**src/rtl/instr_fetch_queue.sv**
```systemverilog
// Instruction fetch stage: owns the fetch PC, drives a one-cycle-latency imem and
// buffers {instr, pc, pc+4} in a FIFO for decode. Optional FETCH_PERF_EN adds a stall counter.
module instr_fetch_queue #(
  parameter int unsigned DEPTH    = 4,
  parameter logic [31:0] RESET_PC = 32'h0000_0000
) (
  input  logic                     clk_i,
  input  logic                     rst_i,
  input  logic                     redirect_i,
  input  logic [31:0]              redirect_pc_i,
  output logic                     imem_req_o,
  output logic [31:0]              imem_addr_o,
  input  logic [31:0]              imem_instr_i,
  output logic                     dec_valid_o,
  input  logic                     dec_ready_i,
  output logic [31:0]              dec_instr_o,
  output logic [31:0]              dec_pc_o,
  output logic [31:0]              dec_pc4_o,
  output logic [$clog2(DEPTH):0]   count_o
`ifdef FETCH_PERF_EN
  ,
  output logic [31:0]              stall_cycles_o
`endif
);

  localparam int unsigned AW = $clog2(DEPTH);
  localparam int unsigned CW = AW + 1;

  logic [31:0]   fpc_q, fpc_d;
  logic          inflight_q, inflight_d;
  logic [31:0]   inflight_pc_q, inflight_pc_d;
  logic [AW-1:0] rptr_q, rptr_d, wptr_q, wptr_d;
  logic [CW-1:0] count_q, count_d;

  logic [31:0]   instr_mem_q [DEPTH];
  logic [31:0]   pc_mem_q    [DEPTH];
  logic [31:0]   pc4_mem_q   [DEPTH];

  logic          req, push, pop, valid;
  logic [CW:0]   credits_used;

  // Outstanding request reserves a slot, so a response can always be pushed.
  assign credits_used = {1'b0, count_q} + {{CW{1'b0}}, inflight_q};
  assign req   = rst_i & ~redirect_i & (credits_used < (CW+1)'(DEPTH));
  assign valid = (count_q != '0);
  assign pop   = valid & dec_ready_i;
  assign push  = inflight_q & ~redirect_i;

  always_comb begin
    fpc_d         = fpc_q;
    inflight_d    = req;
    inflight_pc_d = inflight_pc_q;
    rptr_d        = rptr_q;
    wptr_d        = wptr_q;
    count_d       = count_q;

    if (req) begin
      fpc_d         = fpc_q + 32'd4;
      inflight_pc_d = fpc_q;
    end
    if (pop)  rptr_d = rptr_q + AW'(1);
    if (push) wptr_d = wptr_q + AW'(1);
    unique case ({push, pop})
      2'b10:   count_d = count_q + CW'(1);
      2'b01:   count_d = count_q - CW'(1);
      default: count_d = count_q;
    endcase

    if (redirect_i) begin
      fpc_d      = redirect_pc_i & ~32'h3;
      inflight_d = 1'b0;
      rptr_d     = '0;
      wptr_d     = '0;
      count_d    = '0;
    end
  end

  always_ff @(posedge clk_i or negedge rst_i) begin
    if (!rst_i) begin
      fpc_q         <= RESET_PC;
      inflight_q    <= 1'b0;
      inflight_pc_q <= '0;
      rptr_q        <= '0;
      wptr_q        <= '0;
      count_q       <= '0;
    end else begin
      fpc_q         <= fpc_d;
      inflight_q    <= inflight_d;
      inflight_pc_q <= inflight_pc_d;
      rptr_q        <= rptr_d;
      wptr_q        <= wptr_d;
      count_q       <= count_d;
    end
  end

  always_ff @(posedge clk_i) begin
    if (push) begin
      instr_mem_q[wptr_q] <= imem_instr_i;
      pc_mem_q[wptr_q]    <= inflight_pc_q;
      pc4_mem_q[wptr_q]   <= inflight_pc_q + 32'd4;
    end
  end

  // Head data is gated by valid so an empty queue (incl. reset) presents zeros.
  assign imem_req_o  = req;
  assign imem_addr_o = fpc_q;
  assign dec_valid_o = valid;
  assign dec_instr_o = valid ? instr_mem_q[rptr_q] : '0;
  assign dec_pc_o    = valid ? pc_mem_q[rptr_q]    : '0;
  assign dec_pc4_o   = valid ? pc4_mem_q[rptr_q]   : '0;
  assign count_o     = count_q;

`ifdef FETCH_PERF_EN
  logic [31:0] stall_q, stall_d;

  always_comb begin
    stall_d = stall_q;
    if (rst_i & ~redirect_i & ~req) stall_d = stall_q + 32'd1;
  end

  always_ff @(posedge clk_i or negedge rst_i) begin
    if (!rst_i) stall_q <= '0;
    else        stall_q <= stall_d;
  end

  assign stall_cycles_o = stall_q;
`endif

endmodule

```
**config.mk**
```make
export PLATFORM = sky130hd
export DESIGN_NAME = instr_fetch_queue
export DESIGN_NICKNAME = d
export VERILOG_FILES = /design/src/rtl/instr_fetch_queue.sv
export SDC_FILE = /design/constraint.sdc
export NUM_CORES = 1
export LEC_CHECK = 0
export ABC_AREA = 1
export BUFFER_PORTS_ARGS = -buffer_cell sky130_fd_sc_hd__buf_2
export CAP_MARGIN = 30
export CORE_MARGIN = 2
export CORE_UTILIZATION = 51
export DETAILED_ROUTE_END_ITERATION = 8
export PLACE_DENSITY_LB_ADDON = 0.12
export SYNTH_ARGS = -nofsm -noshare
export SYNTH_HDL_FRONTEND = slang
export SYNTH_SLANG_ARGS = --single-unit
```
**constraint.sdc**
```tcl
create_clock -name clk_i -period 6.4 [get_ports clk_i]
set_input_delay 0.32 -clock clk_i [delete_from_list [all_inputs] [get_ports clk_i]]
set_output_delay 0.32 -clock clk_i [all_outputs]
set_load 0.03 [all_outputs]
```
== Word level (Yosys, flattened, before mapping) ==
Memory sizes are Yosys's and may differ from the RTL's.
Index checks and enable logic that the tools add are counted.
Widths: inputs -> output; s select.

* Add/subtract/negate cells: 7
* Equality and inequality tests: 2
* Reduce and logical (&&, ||, !) cells: 5
* $lt $le $gt $ge: 1
* Muxes and demuxes: 14
* Bitwise gates (word level): 5

{| class="wikitable"
|+ Operators with widths
! operator !! number
|-
| $mux 32 || 5
|-
| $add 32x3->32 const B || 2
|-
| $mux 2 || 4
|-
| $pmux 3 s2 || 1
|-
| $reduce_bool 2->1 || 3
|-
| $reduce_bool 3->1 || 2
|-
| $add 2x1->2 const B || 2
|-
| $add 3x1->4 || 1
|-
| $and 1x1->1 || 4
|-
| $lt 4x3->1 const B || 1
|-
| $add 3x1->3 const B || 1
|-
| $mux 1 || 3
|-
| $mux 3 || 1
|-
| $sub 3x1->3 const B || 1
|-
| $eq 2x1->1 const B || 1
|-
| $eq 2x2->1 const B || 1
|-
| $not 1->1 || 1
|}

* Memories kept: 3
* Bits in writable memories: 384
* Output and inout port bits: 133
* Bits of input ports: 68
* Register bits after elaboration: 72
* Logic and storage cells: 43

{| class="wikitable"
|+ Memories
! memory !! words !! width !! read ports !! clocked after memory_dff !! write ports !! line !! RTL
|-
| instr_mem_q || 4 || 32 || 1 || 0 || 1 || 35 || <nowiki>logic [31:0] instr_mem_q [DEPTH];</nowiki>
|-
| pc4_mem_q || 4 || 32 || 1 || 0 || 1 || 37 || <nowiki>logic [31:0] pc4_mem_q [DEPTH];</nowiki>
|-
| pc_mem_q || 4 || 32 || 1 || 0 || 1 || 36 || <nowiki>logic [31:0] pc_mem_q [DEPTH];</nowiki>
|}

== Longest topological paths before layout ==
* Depth after elaboration: 5
* Depth in mapped cells: 10
* Depth with buffers taken out: 9

== Least setup slack after synthesis ==
OpenSTA, ideal clock, no wires.

* Path kind: input -> register
* Start point: input redirect_i
* End point: memory instr_mem_q[0][0], enable pin
* Arrival: 4.521 ns
* Stages: 4
* Data required time: 5.857 ns
* Setup slack: 1.336 ns
* Buffers on the path: 1
* Path through: buf_4 > inv_2 > nand2_2 > nor2_1

* Cells in the longest elaborated chain, start to end: 4

{| class="wikitable"
|+ RTL lines
! what !! line !! RTL
|-
| from (decl) || 9 || <nowiki>input logic redirect_i,</nowiki>
|-
| $not 1->1 || 47 || <nowiki>assign push = inflight_q & ~redirect_i;</nowiki>
|-
| $and 1x1->1 || 47 ||
|-
| $mux 1 || 97 || <nowiki>if (push) begin</nowiki>
|-
| $mux 1 (implied by the code) || 98 || <nowiki>instr_mem_q[wptr_q] <= imem_instr_i;</nowiki>
|-
| to (decl) || 35 ||
|}

No other way between the ends.

== Worst setup path in the final report ==
* Start point: register rptr_q[0]
* End point: output dec_instr_o[26]

* Cells in the longest elaborated chain, start to end: 2

{| class="wikitable"
|+ RTL lines
! what !! line !! RTL
|-
| from (decl) || 32 || <nowiki>logic [AW-1:0] rptr_q, rptr_d, wptr_q, wptr_d;</nowiki>
|-
| from (signal assigned) || 90 || <nowiki>rptr_q <= rptr_d;</nowiki>
|-
| $mem_v2 4x32 || - ||
|-
| $mux 32 || 108 || <nowiki>assign dec_instr_o = valid ? instr_mem_q[rptr_q] : '0;</nowiki>
|-
| to (decl) || 16 || <nowiki>output logic [31:0] dec_instr_o,</nowiki>
|}

No other way between the ends.

==> metrics.csv <==
metric,value,unit
number of nets in the layout,2072,
starting density of the core,51.7,%
vias per cell,5.30,
initial antenna violation count,0,
Slew @ Worst Pin,0.989,ns
endpoints failing hold,13,
reg-to-reg startpoint,inflight_q,
register area share after synthesis,67.5,%
critical path launch point type,register,
H-tree depth,2,
Yosys reg bits,436,
CP Data Required Time,6.08,ns
Crit path arrival time,3.24,ns
worst hold path type,in2async,
Tot GR Track Use,23.6,%
design area,21900,um2
Fin Setup TNS,0,ns
LEAKAGE,8.41,nW
Crit path largest cell delay,0.77,ns
vias in the first global route,12728,
Synth top area share,58.5,%
Clock Latency Late Sink,0.55,ns
Clock Path Buffers,3,
pin count of the biggest net entering global routing,115,
Netlist cell types,32,
final setup skew,0.0177,ns
Slew headroom,34.1,%
Setup Viol. Count Final,0,
power per cell area,425,nW/um2
Syn Area/Cell,10.6,um2
via count,13220,
Tcrit/Tclk final,55.6,%
Place WS,2.97,ns
FILL cells,3049,
CP startpoint,rptr_q[0],
Crit Path Max Fanout,72,
RSZ-0062 raised after global routing,false,
"leading cell type in the layout, fill and taps excluded",nor2_1,
First-pass DRT Iterations,5,
Core ar.,36500,um2
most frequent cells in the layout,"nor2_1, edfxtp_1, nand2_1",
GP Congestion,0.892,
max-slew violation count,0,
crit-path cells,inv_4 > buf_4 > o21ai_0 > a21oi_1 > buf_2,
Fmax achieved,0.281,GHz
Mapped Cells,1782,
Layout area overhead,16.2,%
slowest cell on the critical path,dfrtp_4,
Max-Cap Viols,0,
Final min period,3.56,ns
first-pass GRT wire length,70400,um
Clock Sinks,436,
TritonCTS clock tree,yes,
diodes inserted,0,
Non-Filler Instances,2495,
status,"complete, but fails checks",
Die X,196,um
worst vdd ir,0.000254,V
FP Rows,70,
Hold WS,-0.0353,ns
Worst Setup End Kind,output pin,
Synth async-reset ratio,15.6,%
Synth Flop Type,edfxtp_1,
clock root buffer,clkbuf_16,
Num CTS Buffers,44,
Ports,201,
grt ovf,0,
number of port buffers,192,
Post-synth EDFFs,368,
placed inst area,20100,um2
ranking of synthesized cells by area,"edfxtp_1, dfrtp_1, nor2_1",
DIE AREA,38600,um2
share of cells above drive strength 1,15.4,%
Final WS setup,2.84,ns
routed wire length,45700,um
# DRC,0,
critical path type,reg2out,
largest area contributor in the netlist,edfxtp_1,
R2R Setup Slk,3.86,ns
Post-Place Cells,2372,
failing checks,negative hold slack,
DRT antenna net count,0,
Yosys Warn Count,0,
Iter 0 DRT Violations,1001,
Mapped Area,18900,um2
HPWL Detailed,27300,um
Final Util,60.1,%
clk slew on worst S/H paths,0.06,ns
drt wl/cell,18.3,um
die height,196,um
## flip-flops by register name, indices dropped and copies added (netlist names)
| register | count |
|---|---|
| rptr_q | 2 |
| count_o | 3 |
| pc_mem_q | 120 |
| instr_mem_q | 128 |
| pc4_mem_q | 120 |
| inflight_q | 1 |
| wptr_q | 2 |
| inflight_pc_q | 30 |
| imem_addr_o | 30 |
## routing by layer
| metal | routed length (um) | global-route usage (%) | share of wire [%] |
|---|---|---|---|
| met1 | 20300 | 32.5 | 44 |
| met2 | 21600 | 39.2 | 47 |
| met3 | 2530 | 3.20 | 5.5 |
| met4 | 1210 | 7.55 | 2.6 |
| met5 | 0 | 0 | 0 |
## synth_stat cells (8+ instances only)
cell type and instances:
buf_6 8, nor2_1 447, nor3_1 10, edfxtp_1 368, nand2_1 240, nor2_2 9
a21oi_1 102, buf_4 14, nand4_1 8, inv_1 76, nand3b_1 8, nand3_1 61
clkbuf_1 38, dfrtp_1 68, xor2_1 18, buf_2 26, o21ai_0 228
## worst max-delay path: cells and delay by family (launching register included)
family | cells | cell delay [ns]
flops | 1 | 0.77
compound gates | 2 | 0.46
buf+inv | 3 | 1.40
## cell type report
cell class                 count  area (um2)  area share (%)
clock buffer                  58        1180            5.40
clock inverter                18         141           0.644
inverter                      81         307            1.40
multi-input combinational   1178        5390            24.6
sequential                   436       12800            58.1
tap                          468         586            2.67
timing repair buffer         256        1580            7.19
## repair_timing
| action | 4_1_cts | 5_1_grt |
|---|---|---|
| hold buffers | 46 | 0 |
| endpoints found under the hold margin | 142 | 0 |
| resized for setup | 0 | 0 |
| buffers inserted | 0 | 0 |
## per-stage QoR
step / hold slack, ns / total power [mW]
after floorplan: 0.0244 / 5.99
after global placement: 0.514 / 6.93
after detailed placement: 0.528 / 6.97
after CTS: 0.00729 / 9.39
after global routing: 0.0410 / 9.79
final: -0.0353 / 9.33
## kinds of logic (layout without fill, tap and decap cells)
kind of cell,Yosys count,count (layout),synth area share [%]
fa+ha+maj,7,7,0.503
compound gates,335,335,8.94
other cells,1,6,0.0199
flops,436,436,67.5
xor+xnor,24,24,1.11
buf+inv,173,413,4.21
simple gates,806,806,17.7
## report_power, final
part | leakage, nW | total (mW) | internal, mW | switching (mW)
sequential | 4.17 | 3.80 | 3.44 | 0.361
clock | 0.646 | 2.40 | 1.38 | 1.02
combinational | 3.59 | 3.13 | 0.770 | 2.36
total | 8.41 | 9.33 | 5.59 | 3.74
## path summary, 6_finish.rpt
kind                            depth (start not counted)              end
min in group clk_i                                      3  imem_addr_o[17]
worst max-delay path                                    5  dec_instr_o[26]
worst min register to register                          2        wptr_q[1]
max in group asynchronous                               2        rptr_q[0]
worst max register to register                          4   pc_mem_q[1][9]
worst min-delay path                                    2       count_o[2]
(Power assumes the default switching activity.)
